$ cat config.mk
export PLATFORM = sky130hd
export DESIGN_NAME = hilo_file
export DESIGN_NICKNAME = d
export VERILOG_FILES = /design/src/rtl/hilo_file_pkg.sv /design/src/rtl/hilo_file_fwd_mux.sv /design/src/rtl/hilo_file.sv
export SDC_FILE = /design/constraint.sdc
export NUM_CORES = 1
export LEC_CHECK = 0
export CELL_PAD_IN_SITES_DETAIL_PLACEMENT = 1
export CELL_PAD_IN_SITES_GLOBAL_PLACEMENT = 1
export CORE_MARGIN = 2
export CORE_UTILIZATION = 40
export CTS_BUF_LIST = sky130_fd_sc_hd__clkbuf_4 sky130_fd_sc_hd__clkbuf_8
export DETAILED_ROUTE_END_ITERATION = 6
export HOLD_SLACK_MARGIN = 0.05
export PLACE_DENSITY_LB_ADDON = 0.08
export SETUP_SLACK_MARGIN = 0.2
export SLEW_MARGIN = 15
export SYNTH_ARGS = -nofsm -noshare
export SYNTH_HDL_FRONTEND = slang
export SYNTH_SLANG_ARGS = --single-unit
$ cat constraint.sdc
create_clock -name clk -period 10.8 [get_ports clk]
set_clock_uncertainty 0.05 [all_clocks]
set_input_delay 2.16 -clock clk [delete_from_list [all_inputs] [get_ports clk]]
set_output_delay 2.16 -clock clk [all_outputs]
set_load 0.01 [all_outputs]
$ cat src/rtl/hilo_file_pkg.sv
// ============================================================================
// Module      : hilo_file_pkg
// Description : Shared types and constants for the HI/LO write pipeline.
// Revision    : 1.0 - initial release
// ============================================================================
`default_nettype none

package hilo_file_pkg;

    localparam int HILO_WIDTH = 32;

    // One in-flight HI/LO write (M or W slot).
    typedef struct packed {
        logic                  valid;
        logic                  we_hi;
        logic                  we_lo;
        logic [HILO_WIDTH-1:0] hi;
        logic [HILO_WIDTH-1:0] lo;
    } hilo_slot_t;

    localparam hilo_slot_t HILO_BUBBLE = '0;

    typedef enum logic [1:0] {
        SRC_ARCH = 2'd0,
        SRC_W    = 2'd1,
        SRC_M    = 2'd2
    } fwd_src_e;

endpackage : hilo_file_pkg

`default_nettype wire

$ cat src/rtl/hilo_file_fwd_mux.sv
// ============================================================================
// Module      : hilo_fwd_mux
// Description : Youngest-first forward select for one of HI or LO.
// Revision    : 1.0 - initial release
// ============================================================================
`default_nettype none

module hilo_fwd_mux
    import hilo_file_pkg::*;
#(
    parameter int WIDTH = HILO_WIDTH
) (
    input  logic             m_sel_i,
    input  logic             w_sel_i,
    input  logic [WIDTH-1:0] m_val_i,
    input  logic [WIDTH-1:0] w_val_i,
    input  logic [WIDTH-1:0] arch_val_i,
    output logic [WIDTH-1:0] fwd_o
);

    fwd_src_e w_src;

    always_comb begin
        w_src = SRC_ARCH;
        if (m_sel_i) begin
            w_src = SRC_M;
        end else if (w_sel_i) begin
            w_src = SRC_W;
        end
    end

    always_comb begin
        fwd_o = arch_val_i;
        case (w_src)
            SRC_M:   fwd_o = m_val_i;
            SRC_W:   fwd_o = w_val_i;
            default: fwd_o = arch_val_i;
        endcase
    end

endmodule : hilo_fwd_mux

`default_nettype wire

$ cat src/rtl/hilo_file.sv
// ============================================================================
// Module      : hilo_file
// Description : Architectural HI/LO pair with M/W write pipeline and forwarding.
// Revision    : 1.0 - initial release
// ============================================================================
`default_nettype none

module hilo_file
    import hilo_file_pkg::*;
#(
    parameter int WIDTH = HILO_WIDTH
) (
    input  logic             clk,
    input  logic             reset,
    input  logic             stall,
    input  logic             flush,
    input  logic             e_valid,
    input  logic             e_we_hi,
    input  logic             e_we_lo,
    input  logic [WIDTH-1:0] e_hi,
    input  logic [WIDTH-1:0] e_lo,
    output logic [WIDTH-1:0] fwd_hi,
    output logic [WIDTH-1:0] fwd_lo,
    output logic [WIDTH-1:0] arch_hi,
    output logic [WIDTH-1:0] arch_lo,
    output logic             pending
);

    hilo_slot_t       m_q, m_d;
    hilo_slot_t       w_q, w_d;
    logic [WIDTH-1:0] hi_q, hi_d;
    logic [WIDTH-1:0] lo_q, lo_d;
    logic             w_advance;

    // Flush still lets W retire; only stall without flush freezes everything.
    assign w_advance = flush | ~stall;

    always_comb begin
        m_d  = m_q;
        w_d  = w_q;
        hi_d = hi_q;
        lo_d = lo_q;

        if (w_advance) begin
            if (w_q.valid && w_q.we_hi) hi_d = WIDTH'(w_q.hi);
            if (w_q.valid && w_q.we_lo) lo_d = WIDTH'(w_q.lo);
        end

        if (flush) begin
            m_d = HILO_BUBBLE;
            w_d = HILO_BUBBLE;
        end else if (!stall) begin
            w_d       = m_q;
            m_d.valid = e_valid;
            m_d.we_hi = e_we_hi;
            m_d.we_lo = e_we_lo;
            m_d.hi    = HILO_WIDTH'(e_hi);
            m_d.lo    = HILO_WIDTH'(e_lo);
        end
    end

    always_ff @(posedge clk or posedge reset) begin
        if (reset) begin
            m_q  <= HILO_BUBBLE;
            w_q  <= HILO_BUBBLE;
            hi_q <= '0;
            lo_q <= '0;
        end else begin
            m_q  <= m_d;
            w_q  <= w_d;
            hi_q <= hi_d;
            lo_q <= lo_d;
        end
    end

    hilo_fwd_mux #(.WIDTH(WIDTH)) u_fwd_hi (
        .m_sel_i    (m_q.valid & m_q.we_hi),
        .w_sel_i    (w_q.valid & w_q.we_hi),
        .m_val_i    (WIDTH'(m_q.hi)),
        .w_val_i    (WIDTH'(w_q.hi)),
        .arch_val_i (hi_q),
        .fwd_o      (fwd_hi)
    );

    hilo_fwd_mux #(.WIDTH(WIDTH)) u_fwd_lo (
        .m_sel_i    (m_q.valid & m_q.we_lo),
        .w_sel_i    (w_q.valid & w_q.we_lo),
        .m_val_i    (WIDTH'(m_q.lo)),
        .w_val_i    (WIDTH'(w_q.lo)),
        .arch_val_i (lo_q),
        .fwd_o      (fwd_lo)
    );

    assign arch_hi = hi_q;
    assign arch_lo = lo_q;
    assign pending = (m_q.valid & (m_q.we_hi | m_q.we_lo))
                   | (w_q.valid & (w_q.we_hi | w_q.we_lo));

endmodule : hilo_file

`default_nettype wire

==> results.tsv, run 1 <==
stage	metric	value	unit
pwr	max-vdd-ir-drop	0.0814	mV
job	maxCapViolations	0	
floorplanning	initial_core_util	0.404	
timing	fin_tns_setup	0	ns
timing	post-route-period-util	0.463	
synth	syn_nets	859	
worst_setup_path	cp-start-kind	register	
floorplanning	dieWidth	154	µm
pwr	pwr-share-seq	0.553	
worst_setup_path	r2r_start	w_q[66]	
detailed_routing	wl_per_cell	18.9	µm
cts	cts_buffer_depth	2	
floorplanning	dieArea	23900	µm²
worst_setup_path	worstPathMaxFanout	25	
worst_hold_path	holdPathStages	1	
worst_setup_path	path_class	register to output pin	
timing	hold_viol	0	
pwr	design_power_total	0.00142	W
worst_setup_path	reg2reg_depth	4	
detailed_routing	vias	6490	
floorplanning	core	22400	µm²
synth	syn-instance-count	788	
floorplanning	rows	55	
cts	tritoncts	done	
detailed_routing	wirelength	23700	µm
synth	synth_area_leaders	dfrtp_1 55%, mux2i_1 22%, mux2_1 7.5%	
synth	synth_cell_types	16	
timing	report.final.slew_viol_count	0	
synth	yosys.area.top_type_share	0.547	
cts	clkTransAtPathRegs	0.10	ns
cts	clock-sinks	198	
finish	fill_cells	2340	
detailed_routing	drc	0	
placement	dp_hpwl	15200	µm
worst_setup_path	cp-end-kind	output pin	
cts	clock_latency	0.46	ns
pwr	clock_power_share	0.353	
detailed_routing	ant_nets	0	
detailed_routing	drt-pass1-iter-count	4	
cts	cts_inserted_buffers	17	
worst_hold_path	hp-start	arch_hi[13]	
floorplanning	die_y	154	µm
worst_setup_path	worstPathRequired	8.59	ns
pwr	sw_frac_of_total	0.262	
worst_hold_path	min_path_type	register to register	
global_route	grt_pass1_wl	38300	µm
timing	worst_slew_pin_slew	1.13	ns
detailed_routing	dr.first_iter.drc_count	279	
cts	post-cts-setup-buffer-count	0	
finish	finalNetCount	1028	
synth	yosysTopAreaCell	dfrtp_1	
synth	synth_warnings	0	
worst_setup_path	startpoint	w_q[66]	
run_status	status	completed	
pwr	p_leak	5.88	nW
synth	syn_area	9060	µm²
global_route	grt_usage	0.202	
timing	slew_headroom	0.245	
timing	rsz0062_at_grt	no	
global_route	grt_pass1_vias	7195	
placement	port-buffer-count	199	
synth	avgSynthCellArea	11.5	µm²
placement	place.gp.congestion	0.778	
detailed_routing	viasPerCell	5.17	
placement	placed_area	11200	µm²
finish	stdcell_area	11600	µm²
global_route	antenna_found_initial	1	
pwr	power_switching	0.000373	W
cts	h-tree-depth	4	
synth	yosysSeqAreaShare	0.547	
finish	area_growth	28.3	%
pwr	cell_internal_pwr	0.00105	W
cts	postCtsHoldBufs	0	
cts	cts_resized	0	
synth	ys_seq_elements	198	
pwr	power_density	122	nW/µm²
timing	min_period	5.00	ns
timing	fmax	200	MHz
global_route	grt_overflow_total	0	
worst_setup_path	crit_arrival	2.79	ns
timing	setup_viol	0	
global_route	grt_max_degree	142	
finish	drive_gt1_frac	0.0537	
finish	layout_common_cells	198 x mux2i_1, 198 x dfrtp_1, 197 x clkdlybuf4s50_1	
pwr	p_comb_frac	0.094	
floorplanning	ios	200	
cts	root_buffer	clkbuf_8	
## state kept, by name, indices dropped and copies added (netlist names)
signal,count
w_q,67
m_q,67
arch_lo,32
arch_hi,32
## logic make-up (layout without fill, tap and decap cells)
kind of cell | Yosys count | in the layout | synth area share
multiplexers | 262 | 262 | 0.298
AND/OR/NAND/NOR | 207 | 207 | 0.0881
flip-flops | 198 | 198 | 0.547
AO/OA/AOI/OAI | 64 | 64 | 0.0354
buffers and inverters | 57 | 238 | 0.0311
other | 0 | 1 | 0
## synth_stat cells, drive strengths merged
| master | instances |
|---|---|
| clkbuf | 26 |
| dfrtp | 198 |
| mux2 | 64 |
| nand3 | 1 |
| and2 | 2 |
| nor2 | 137 |
| o21ai | 64 |
| nor2b | 1 |
| nand2 | 66 |
| buf | 30 |
| inv | 1 |
| mux2i | 198 |
## worst max-delay path, stage by stage, from the launching register on
cell and delay [ns]:
dfrtp_1 0.42, nand2_2 0.32, buf_4 0.51, mux2i_1 0.14, o21ai_0 0.33, clkdlybuf4s50_1 0.61
## power groups by stage
stage                     Combinational [W]  Sequential [W]  Clock, W
after global placement             0.000131        0.000798         0
final                              0.000134        0.000786  0.000503
after CTS                          0.000137        0.000787  0.000518
after floorplan                   0.0000774        0.000796         0
after global routing               0.000148        0.000790  0.000551
after detailed placement           0.000136        0.000801         0
## per-layer routing
| layer | track usage | share of wire | up-vias |
|---|---|---|---|
| met1 | 0.245 | 0.43 | 3322 |
| met2 | 0.352 | 0.50 | 136 |
| li1 | - | - | 3010 |
| met5 | 0 | 0 | - |
| met3 | 0.0608 | 0.055 | 22 |
| met4 | 0.0516 | 0.016 | 0 |
## per-stage QoR
stage,setup WS [ns],std cells,hold slack [ns],utilization
finish,5.80,1255,0.473,0.518
global route,5.66,1255,0.498,0.518
global placement,6.13,1222,0.439,0.499
detailed placement,6.03,1222,0.456,0.499
CTS,5.76,1253,0.480,0.517
floorplan,3.19,788,0.436,-
## path summary, 6_finish.rpt
check / to / slack (ns)
setup reg to reg: arch_lo[29] / 8.47
setup / recovery: fwd_hi[17] / 5.80
hold reg to reg: arch_hi[13] / 0.47
hold / removal: arch_hi[13] / 0.47
max in group asynchronous: w_q[17] / 7.01
min in group asynchronous: arch_lo[25] / 2.24
## layout make-up
class                           instances  area, µm²  area share
Timing Repair Buffer                  206       2060       0.177
Clock buffer                           18        248      0.0213
Sequential cell                       198       4950       0.426
Multi-Input combinational cell        533       3840       0.330
Antenna cell                            1       2.50    0.000215
Clock inverter                         13        160      0.0138
Tap cell                              285        357      0.0307
Inverter                                1       11.3    0.000969
Power figures use the tool's default switching activity.
==> run 2: changes to the inputs <==
--- a/config.mk
+++ b/config.mk
@@ -8,7 +8,7 @@
 export CELL_PAD_IN_SITES_DETAIL_PLACEMENT = 1
 export CELL_PAD_IN_SITES_GLOBAL_PLACEMENT = 1
 export CORE_MARGIN = 2
-export CORE_UTILIZATION = 40
+export CORE_UTILIZATION = 37
 export CTS_BUF_LIST = sky130_fd_sc_hd__clkbuf_4 sky130_fd_sc_hd__clkbuf_8
 export DETAILED_ROUTE_END_ITERATION = 6
 export HOLD_SLACK_MARGIN = 0.05
==> constraint.sdc (replaced) <==
create_clock -name clk -period 4.51 [get_ports clk]
set_clock_uncertainty 0.05 [all_clocks]
set_input_delay 0.902 -clock clk [delete_from_list [all_inputs] [get_ports clk]]
set_output_delay 0.902 -clock clk [all_outputs]
set_load 0.01 [all_outputs]
==> run 2 against run 1 <==
Against the previous run: register-to-register slack worse by 6.9 ns; routed wire length barely moved; power up 130%; clock-buffer cell count unchanged; via count decreased by 1.2%; global-route usage shrank 1.2 points; flip-flop and latch count did not move; critical path depth unchanged; combinational power up 140%; sequential power is 140% higher.
==> results.tsv, run 2 (synthesis gave the netlist of run 1 again) <==
stage	metric	value	unit
cts	clkTransAtPathRegs	0.11	ns
cts	tritoncts	done	
job	maxCapViolations	0	
finish	insertedDiodeCount	0	
timing	rsz0062_at_grt	no	
timing	fin_tns_setup	0	ns
placement	dp_hpwl	15600	µm
cts	h-tree-depth	4	
detailed_routing	ant_nets	0	
worst_setup_path	cp-end-kind	output pin	
cts	cts_inserted_buffers	17	
global_route	grt_pass1_vias	7144	
timing	worst_slew_pin_slew	1.10	ns
global_route	grt.met1_usage	0.239	
global_route	use_met3	0.0540	
timing	fmax	269	MHz
floorplanning	core	24200	µm²
pwr	max-vdd-ir-drop	0.220	mV
detailed_routing	drc	0	
global_route	grt_usage	0.190	
finish	area_growth	28.7	%
floorplanning	initial_core_util	0.375	
timing	setup_viol	0	
pwr	power_density	282	nW/µm²
run_status	status	completed	
cts	cts_buffer_depth	2	
floorplanning	dieWidth	160	µm
finish	top_regs	m_q: 67 flops, w_q: 67 flops	
worst_setup_path	crit_arrival	2.77	ns
timing	min_period	3.72	ns
detailed_routing	wl_per_cell	18.3	µm
finish	fill_cells	2548	
floorplanning	ios	200	
global_route	grt_overflow_total	0	
detailed_routing	vias	6413	
global_route	grt_pass1_wl	38800	µm
finish	drive_gt1_frac	0.0576	
worst_setup_path	worstPathMaxFanout	26	
timing	slew_headroom	0.265	
timing	report.final.slew_viol_count	0	
timing	post-route-period-util	0.826	
worst_setup_path	r2r_start	w_q[66]	
worst_setup_path	path_class	register to output pin	
global_route	met2_usage	0.323	
detailed_routing	wirelength	23700	µm
worst_hold_path	hp-start	w_q[46]	
global_route	grt_max_degree	101	
cts	root_buffer	clkbuf_8	
cts	clock-sinks	198	
worst_setup_path	cp-start-kind	register	
worst_hold_path	min_path_type	register to register	
finish	layout_common_cells	198 x mux2i_1, 198 x dfrtp_1, 197 x clkdlybuf4s50_1	
worst_setup_path	startpoint	w_q[66]	
cts	post-cts-setup-buffer-count	0	
cts	cts_resized	0	
detailed_routing	viasPerCell	4.94	
floorplanning	dieArea	25700	µm²
floorplanning	die_y	160	µm
finish	final_util	0.482	
cts	clock_latency	0.47	ns
worst_setup_path	worstPathRequired	3.56	ns
placement	place.gp.congestion	0.793	
floorplanning	rows	57	
placement	port-buffer-count	199	
global_route	antenna_found_initial	0	
cts	postCtsHoldBufs	0	
global_route	grt.busiest_layer	met2	
detailed_routing	drt-pass1-iter-count	4	
detailed_routing	dr.first_iter.drc_count	243	
pwr	p_leak	5.87	nW
timing	hold_viol	0	
finish	finalNetCount	1032	
## run 2: area by class of cell
| cell class | count | area, µm² | area share |
|---|---|---|---|
| multi-input cells | 533 | 3830 | 0.329 |
| repair buffers | 210 | 2100 | 0.180 |
| clock inverters | 13 | 114 | 0.00976 |
| inverters | 1 | 7.51 | 0.000644 |
| well taps | 324 | 405 | 0.0348 |
| clock buffers | 18 | 248 | 0.0212 |
| flip-flops and latches | 198 | 4950 | 0.425 |
## run 2: final timing paths
path,slack (ns),to,depth (start not counted)
max in group asynchronous,2.71,w_q[57],3
max reg2reg,1.55,arch_hi[4],5
min in group asynchronous,0.77,m_q[22],2
min reg2reg,0.47,arch_hi[14],1
min,0.47,arch_hi[14],1
max,0.79,fwd_hi[27],5
## run 2: report_power, final
part	internal [W]	switching [W]	total, W
clock network	0.000412	0.000673	0.00109
logic	0.000159	0.000165	0.000323
registers	0.00183	0.0000488	0.00188
total	0.00240	0.000887	0.00329
## run 2: worst max-delay path, cell delays in order, from the launching register on
cell and delay, ns:
dfrtp_1 0.43, nand2_2 0.70, buf_4 0.35, mux2i_1 0.10
o21ai_0 0.17, clkdlybuf4s50_1 0.57
## run 2: per-layer routing
layer / vias to the layer above / share of wire
met5: - / 0
met2: 135 / 0.49
met3: 28 / 0.056
met4: 0 / 0.014
met1: 3230 / 0.44
li1: 3020 / -
## run 2: stage by stage
stage	cells	area, µm²	power, W	hold WS, ns	worst slack, ns
2_1_floorplan	788	9060	0.00209	0.436	0.998
3_3_place_gp	1266	11300	0.00223	0.440	1.27
3_5_place_dp	1266	11300	0.00225	0.457	1.20
4_1_cts	1297	11700	0.00335	0.471	0.673
5_1_grt	1297	11700	0.00345	0.490	0.569
6_report	1297	11700	0.00329	0.466	0.787
